### src/rtl/run_ctrl_pkg.sv
// ============================================================================
// run_ctrl_pkg : shared types and sizing helpers for the program-run controller
// Rev 1.0 : initial release
// ============================================================================
`default_nettype none

package run_ctrl_pkg;

  typedef enum logic [2:0] {
    IDLE = 3'd0,
    INIT = 3'd1,
    RUN  = 3'd2,
    NEXT = 3'd3,
    FIN  = 3'd4
  } run_state_t;

  localparam int DEF_NPROG = 3;
  localparam int SEL_W     = ($clog2(DEF_NPROG) < 1) ? 1 : $clog2(DEF_NPROG);

  // Program-select width for an arbitrary program count; never narrower than 1.
  function automatic int sel_width(input int n);
    return ($clog2(n) < 1) ? 1 : $clog2(n);
  endfunction

endpackage

`default_nettype wire

### src/rtl/run_ctrl_sat.sv
// ============================================================================
// sat_counter : W-bit up-counter with sync clear, enable and sticky overflow
// Rev 1.0 : initial release
// ============================================================================
`default_nettype none

module sat_counter #(
  parameter int W = 16
) (
  input  logic         clk,
  input  logic         rst_n,
  input  logic         i_clr,
  input  logic         i_en,
  output logic [W-1:0] o_cnt,
  output logic         o_ovf
);

  localparam logic [W-1:0] C_MAX = '1;

  logic [W-1:0] r_cnt;
  logic         r_ovf;

  always_ff @(posedge clk) begin
    if (!rst_n) begin
      r_cnt <= '0;
      r_ovf <= 1'b0;
    end else if (i_clr) begin
      r_cnt <= '0;
      r_ovf <= 1'b0;
    end else if (i_en) begin
      if (r_cnt != C_MAX) r_cnt <= r_cnt + 1'b1;
      // Flag rises on the increment that lands on the ceiling.
      if (r_cnt >= C_MAX - 1'b1) r_ovf <= 1'b1;
    end
  end

  assign o_cnt = r_cnt;
  assign o_ovf = r_ovf;

endmodule

`default_nettype wire

### src/rtl/run_ctrl.sv
// ============================================================================
// run_ctrl : sequences NPROG programs through the core, timing each run.
//            Optional macro RUN_CTRL_AUTOCHAIN_EN chains programs after one go.
// Rev 1.0 : initial release
// ============================================================================
`default_nettype none

module run_ctrl
  import run_ctrl_pkg::*;
#(
  parameter int PW    = 10,
  parameter int NPROG = 3,
  parameter int CW    = 16
) (
  input  logic                            CLK,
  input  logic                            start_n,
  input  logic                            go,
  input  logic [NPROG*PW-1:0]             prog_base,
  input  logic                            core_halt,
  output logic                            core_init,
  output logic [PW-1:0]                   pc_base,
  output logic [sel_width(NPROG)-1:0]     prog_sel,
  output logic                            running,
  output logic [NPROG-1:0]                prog_done,
  output logic [NPROG-1:0]                prog_ovf,
  output logic [NPROG*CW-1:0]             cycle_ct,
  output logic                            halt
);

  localparam int             SW       = sel_width(NPROG);
  localparam logic [SW-1:0]  LAST_SEL = SW'(NPROG - 1);

  run_state_t       r_state, w_state_nxt;
  logic [SW-1:0]    r_sel, w_sel_nxt;
  logic             r_core_init, r_running, r_halt;
  logic [NPROG-1:0] r_done;
  logic [NPROG-1:0] w_sel_hot, w_clr, w_en;

  always_comb begin
    w_state_nxt = r_state;
    w_sel_nxt   = r_sel;
    case (r_state)
      IDLE: if (go) w_state_nxt = (&r_done) ? FIN : INIT;
      INIT: w_state_nxt = RUN;
      RUN:  if (core_halt) w_state_nxt = NEXT;
      NEXT: begin
        if (r_sel == LAST_SEL) begin
          w_state_nxt = FIN;
        end else begin
          w_sel_nxt = r_sel + 1'b1;
`ifdef RUN_CTRL_AUTOCHAIN_EN
          w_state_nxt = INIT;
`else
          w_state_nxt = IDLE;
`endif
        end
      end
      FIN:     w_state_nxt = FIN;
      default: w_state_nxt = IDLE;
    endcase
  end

  // Outputs are decoded from the next state so they leave the flops glitch-free.
  always_ff @(posedge CLK) begin
    if (!start_n) begin
      r_state     <= IDLE;
      r_sel       <= '0;
      r_core_init <= 1'b0;
      r_running   <= 1'b0;
      r_halt      <= 1'b0;
      r_done      <= '0;
    end else begin
      r_state     <= w_state_nxt;
      r_sel       <= w_sel_nxt;
      r_core_init <= (w_state_nxt == INIT);
      r_running   <= (w_state_nxt == RUN);
      r_halt      <= (w_state_nxt == FIN);
      if (r_state == NEXT) r_done <= r_done | w_sel_hot;
    end
  end

  assign w_clr = w_sel_hot & {NPROG{r_state == INIT}};
  assign w_en  = w_sel_hot & {NPROG{(r_state == RUN) && !core_halt}};

  generate
    for (genvar i = 0; i < NPROG; i++) begin : g_prog
      assign w_sel_hot[i] = (r_sel == SW'(i));

      sat_counter #(.W(CW)) u_cnt (
        .clk   (CLK),
        .rst_n (start_n),
        .i_clr (w_clr[i]),
        .i_en  (w_en[i]),
        .o_cnt (cycle_ct[i*CW +: CW]),
        .o_ovf (prog_ovf[i])
      );
    end
  endgenerate

  always_comb begin
    pc_base = '0;
    for (int i = 0; i < NPROG; i++) begin
      if (r_sel == SW'(i)) pc_base = prog_base[i*PW +: PW];
    end
  end

  assign core_init = r_core_init;
  assign running   = r_running;
  assign halt      = r_halt;
  assign prog_sel  = r_sel;
  assign prog_done = r_done;

endmodule

`default_nettype wire

### config.mk
export PLATFORM = sky130hd
export DESIGN_NAME = run_ctrl
export DESIGN_NICKNAME = d
export VERILOG_FILES = /design/src/rtl/run_ctrl_pkg.sv /design/src/rtl/run_ctrl_sat.sv /design/src/rtl/run_ctrl.sv
export SDC_FILE = /design/constraint.sdc
export NUM_CORES = 1
export LEC_CHECK = 0
export ABC_CLOCK_PERIOD_IN_PS = 2900
export CORE_ASPECT_RATIO = 0.7
export CORE_UTILIZATION = 48
export DETAILED_ROUTE_END_ITERATION = 12
export PLACE_DENSITY_LB_ADDON = 0.2
export SYNTH_ARGS = -nofsm -noshare
export SYNTH_HDL_FRONTEND = slang
export SYNTH_HIERARCHICAL = 1
export SYNTH_SLANG_ARGS = --single-unit
### constraint.sdc
create_clock -name CLK -period 2.9 [get_ports CLK]
set_input_delay 0.725 -clock CLK [delete_from_list [all_inputs] [get_ports CLK]]
set_output_delay 0.725 -clock CLK [all_outputs]
set_load 0.02 [all_outputs]
==> results of run 1 <==
## flip-flops by register name, indices dropped and copies added, names as in the netlist
name                count
halt                    1
g_prog.u_cnt/o_ovf      3
prog_sel                2
running                 1
prog_done               3
core_init               1
r_state                 3
g_prog.u_cnt/o_cnt     48
## final cells by class
type / instances / area (µm²) / area share
Clock buffer: 14 / 182.7 / 0.03678
Clock inverter: 2 / 37.54 / 0.007557
Inverter: 21 / 78.83 / 0.01587
Multi-Input combinational cell: 321 / 2136 / 0.4300
Sequential cell: 62 / 1241 / 0.2499
Tap cell: 94 / 117.6 / 0.02368
Timing Repair Buffer: 124 / 1174 / 0.2363
## cells by family after synthesis
kind of cell | count (synthesis) | synth area share
AO/OA/AOI/OAI | 121 | 0.2408
XOR/XNOR | 2 | 0.004936
adder cells (fa/ha/maj) | 9 | 0.03172
buffers and inverters | 42 | 0.04935
flip-flops | 62 | 0.3497
multiplexers | 3 | 0.008460
AND/OR/NAND/NOR | 186 | 0.3151
## metrics by stage
| step | cell area [µm²] | hold slack, ns | setup TNS, ns |
|---|---|---|---|
| 2_1_floorplan | 3550 | 0.5500 | 0 |
| 3_3_place_gp | 4757 | 0.4788 | -0.07710 |
| 3_5_place_dp | 4757 | 0.4900 | -0.1505 |
| 4_1_cts | 4967 | 0.5055 | 0 |
| 5_1_grt | 4967 | 0.5305 | 0 |
| 6_report | 4967 | 0.4955 | 0 |
## cell usage after synthesis (4+ instances only)
cell / n / area share
a211oi_1: 4 / 0.0085
a21oi_1: 16 / 0.023
a22oi_1: 12 / 0.025
a31o_2: 6 / 0.015
a31oi_1: 8 / 0.014
and2_1: 14 / 0.025
and3_1: 11 / 0.019
and4_1: 6 / 0.015
buf_2: 8 / 0.011
clkbuf_1: 9 / 0.0095
dfxtp_1: 62 / 0.35
ha_1: 9 / 0.032
inv_1: 21 / 0.022
nand2_1: 38 / 0.040
nand3_1: 16 / 0.023
nand4_1: 25 / 0.044
nor2_1: 17 / 0.018
nor2b_1: 8 / 0.014
nor3_1: 6 / 0.0085
nor4_1: 6 / 0.011
o211ai_1: 12 / 0.025
o21a_1: 12 / 0.025
o21ai_0: 18 / 0.025
o311ai_0: 6 / 0.015
o311ai_1: 6 / 0.015
or3_1: 9 / 0.016
or4_1: 6 / 0.013
## worst max-delay path: stages (launching register included)
cell and delay (ns):
dfxtp_1 0.39, inv_1 0.08, ha_1 0.20, nor2b_1 0.14
buf_4 0.19, a22oi_1 0.09, o21ai_0 0.18, dlygate4sd2_1 0.37
## per-layer routing
layer | GRT usage | part of all wire | vias up
met4 | 0.07668 | 0.011 | 0
met3 | 0.08414 | 0.083 | 11
met5 | 0 | 0 | -
met1 | 0.3330 | 0.45 | 1783
met2 | 0.4547 | 0.46 | 165
li1 | - | - | 1859
## power breakdown
group / switching (mW) / internal (mW) / total (mW)
clock network: 0.339 / 0.492 / 0.830
registers: 0.0147 / 0.862 / 0.876
logic: 0.107 / 0.110 / 0.217
total: 0.460 / 1.46 / 1.92
## worst paths after layout
kind                         start                        to  slack (ns)  cells past startpoint
max                    prog_sel[1]                pc_base[9]        0.20                      7
min          g_prog[1].u_cnt/o_ovf     g_prog[1].u_cnt/o_ovf        0.50                      2
max reg2reg             r_state[1]  g_prog[1].u_cnt/o_cnt[9]        0.59                      8
min reg2reg  g_prog[1].u_cnt/o_ovf     g_prog[1].u_cnt/o_ovf        0.50                      2
==> flow_summary.json, run 1 <==
{
  "outcome": "finished clean",
  "yosys_warnings": 6,
  "synth-edff-count": 0,
  "htreeDepth": 3,
  "clkLatencyLatePin_ns": 0.34,
  "core_area_um2": 6944,
  "drt_iter0_drc": 240,
  "antenna_found_initial": 0,
  "initial_core_util": 0.5112,
  "clk_path_buf_depth": 2,
  "layout_commonest_cell": "clkdlybuf4s50_1",
  "detailedPlace.worstSlack_ns": -0.06452,
  "skew_ns": 0.01296,
  "avgSynthCellArea_um2": 8.352,
  "slew_violations": 0,
  "hold_class": "reg2reg",
  "p_per_area_nw_per_um2": 387.2,
  "diodes": 0,
  "finalSetupViolations": 0,
  "dieArea_um2": 7749,
  "ctsResizeCount": 11,
  "wl_per_cell_um": 15.36,
  "crit_arrival_ns": 1.98,
  "grt_pass1_wl_um": 16640,
  "finalWorstSetupSlack_ns": 0.1951,
  "totalWireLength_um": 9799,
  "p_total_mw": 1.923,
  "dr.pass1.iters": 6,
  "grt_start_max_net_pins": 25,
  "ir_drop_mv": 0.2701,
  "fin_util": 0.7153,
  "grt_usage": 0.2674,
  "gp_congestion": 0.8677,
  "drv_cap": 0,
  "cp.required_ns": 2.17,
  "period_needed_ns": 2.705,
  "numCtsBuffers": 9,
  "clkSlewWorstSetupHoldPaths_ns": 0.07,
  "power_leakage_nw": 1.749,
  "synth_fp_nets": 468,
  "final_antenna_net_count": 0,
  "cp-start-kind": "flop",
  "syn_inst": 425,
  "final_cell_mix": "clkdlybuf4s50_1 (92), dfxtp_1 (62), nand2_1 (38), nand4_1 (25), buf_4 (22)",
  "ys_seq_area_frac": 0.3497,
  "cts_tree": "yes",
  "nets": 582,
  "fillCellCount": 565,
  "rows": 25,
  "end_kind": "output port",
  "die_y_um": 73.95,
  "port-buffer-count": 102,
  "synthArstFlopShare": 0,
  "criticalPathCategory": "reg2out",
  "finalHoldViolCount": 0,
  "slew_headroom": 0.3205,
  "rsz0062_at_grt": "false",
  "grt_pass1_vias": 3564,
  "postCtsSetupBuffers": 0,
  "netlist_area_um2": 3550,
  "cts-root-buf": "clkbuf_8",
  "hold_buffers": 0,
  "dp_cells": 622,
  "ys_types": 50,
  "vias": 3818,
  "dp.final_hpwl_um": 7157,
  "synthFlopType": "dfxtp_1",
  "clock_sinks": 62,
  "worst_pin_slew_ns": 1.010,
  "period_share": 0.9327,
  "synth_seq_cells": 62,
  "ioPinCount": 103,
  "drive_above_1_share": 0.1121,
  "die_x_um": 104.8,
  "overflow": 0,
  "areaGrowthSynthToFinish_pct": 39.94,
  "avgViaCountPerCell": 5.984,
  "drc": 0,
  "instances_no_fill": 638,
  "max_freq_ghz": 0.3697,
  "worst-path-max-fanout": 9
}
Note: power is estimated with default switching activity, not from simulation.
==> run 2: changes to the inputs <==
CAP_MARGIN = 20   (was not set)
CORE_MARGIN = 8   (was not set)
GPL_ROUTABILITY_DRIVEN = 0   (was not set)
==> run 2 against run 1 <==
Critical path type unchanged; first-iteration DRC count fell by 1.3%; via count rose by 0.89%; worst setup slack worse by 0.0076 ns; final cell count rose by 0.78%; wire length up 8.4%.
==> flow_summary.json, run 2 (synthesis gave the netlist of run 1 again) <==
{
  "totalWireLength_um": 10630,
  "slew_headroom": 0.3196,
  "drive_above_1_share": 0.1156,
  "clkLatencyLatePin_ns": 0.34,
  "diodes": 0,
  "grt_usage": 0.2022,
  "grt_start_max_net_pins": 25,
  "p_int_mw": 1.476,
  "drt_iter0_drc": 237,
  "hold_class": "reg2reg",
  "pwr-share-comb": 0.113,
  "clock_sinks": 62,
  "worst_pin_slew_ns": 1.011,
  "port-buffer-count": 102,
  "dr.pass1.iters": 4,
  "vias": 3852,
  "slew_violations": 0,
  "max_freq_ghz": 0.3687,
  "criticalPathCategory": "reg2out",
  "drc": 0,
  "switching_share": 0.2402,
  "hold_ws_ns": 0.4836,
  "end_kind": "output port",
  "die_x_um": 118.8,
  "fillCellCount": 611,
  "cp-start-kind": "flop",
  "clkSlewWorstSetupHoldPaths_ns": 0.07,
  "clk_path_buf_depth": 2,
  "hold_buffers": 0,
  "ir_drop_mv": 0.1649,
  "rsz0062_at_grt": "false",
  "ctsResizeCount": 11,
  "die_y_um": 87.95,
  "wl_per_cell_um": 16.52,
  "rows": 26,
  "grt_pass1_vias": 3659,
  "antenna_found_initial": 0,
  "dp.final_hpwl_um": 7929,
  "largest_reg_flops": 48,
  "htreeDepth": 3,
  "finalHoldViolCount": 0,
  "core_area_um2": 7222,
  "layout_commonest_cell": "clkdlybuf4s50_1",
  "cts-root-buf": "clkbuf_8",
  "areaGrowthSynthToFinish_pct": 40.36,
  "p_per_area_nw_per_um2": 390.0,
  "initial_core_util": 0.4915,
  "clkPwrFrac": 0.435,
  "final_cell_mix": "clkdlybuf4s50_1 (92), dfxtp_1 (62), nand2_1 (38), nand4_1 (25), buf_4 (23)",
  "nets": 583,
  "period_share": 0.9353,
  "overflow": 0,
  "outcome": "finished clean",
  "ioPinCount": 103,
  "p_sw_mw": 0.4667,
  "worst-path-max-fanout": 9,
  "cp.required_ns": 2.17,
  "period_needed_ns": 2.712,
  "skew_ns": 0.007068,
  "finalWorstSetupSlack_ns": 0.1876,
  "grt_pass1_wl_um": 17420,
  "drv_cap": 0,
  "postCtsSetupBuffers": 0,
  "power_leakage_nw": 1.754,
  "cts_tree": "yes",
  "detailedPlace.worstSlack_ns": -0.1196,
  "numCtsBuffers": 9,
  "final_antenna_net_count": 0,
  "avgViaCountPerCell": 5.991,
  "finalSetupViolations": 0,
  "dieArea_um2": 10450,
  "p_seq_frac": 0.451,
  "crit_arrival_ns": 1.99
}
## run 2: metal layers
metal  global-route usage  part of all wire
met3               0.1017              0.11
met4              0.04114            0.0052
met2               0.3313              0.45
met1               0.2350              0.43
met5                    0                 0
## run 2: path summary, 6_finish.rpt
check,start,cells past startpoint,end,slack (ns)
setup / recovery,prog_sel[1],7,pc_base[5],0.19
hold / removal,g_prog[2].u_cnt/o_ovf,2,g_prog[2].u_cnt/o_ovf,0.48
setup reg to reg,r_state[1],7,g_prog[2].u_cnt/o_cnt[15],0.55
hold reg to reg,g_prog[2].u_cnt/o_ovf,2,g_prog[2].u_cnt/o_ovf,0.48
## run 2: metrics by stage
step / total power [mW] / utilization / setup TNS, ns / std cells / area, µm²
2_1_floorplan: 1.002 / - / 0 / 425 / 3550
3_3_place_gp: 1.122 / 0.6604 / -0.05747 / 627 / 4770
3_5_place_dp: 1.126 / 0.6604 / -0.3993 / 627 / 4770
4_1_cts: 1.962 / 0.6899 / 0 / 643 / 4982
5_1_grt: 2.019 / 0.6899 / 0 / 643 / 4982
6_report: 1.943 / 0.6899 / 0 / 643 / 4982
## run 2: area by class of cell
cell class	instances	area (µm²)	share of cell area
multi-input combinational	321	2136	0.4287
clock buffer	10	137.6	0.02762
tap	98	122.6	0.02461
clock inverter	6	85.08	0.01708
inverter	21	78.83	0.01582
timing repair buffer	125	1181	0.2371
sequential	62	1241	0.2491
## run 2: power groups by stage
stage                     combinational (mW)  clock, mW  sequential (mW)
after floorplan                        0.104          0            0.897
after global placement                 0.227          0            0.895
after detailed placement               0.231          0            0.895
after CTS                              0.221      0.865            0.875
after global routing                   0.240      0.902            0.877
final                                  0.220      0.846            0.876
## run 2: worst max-delay path, cell delays in order, from the launching register on
cell           delay, ns
dfxtp_1             0.38
inv_1               0.08
ha_1                0.25
nor2b_1             0.14
buf_4               0.17
a22oi_1             0.09
o21ai_0             0.18
dlygate4sd2_1       0.36
==> run 3: changes to the inputs <==
SKIP_LAST_GASP = 1   (was not set)
==> results of run 3 <==
No change in the layout: final DEF, timing and power equal those of run 2.
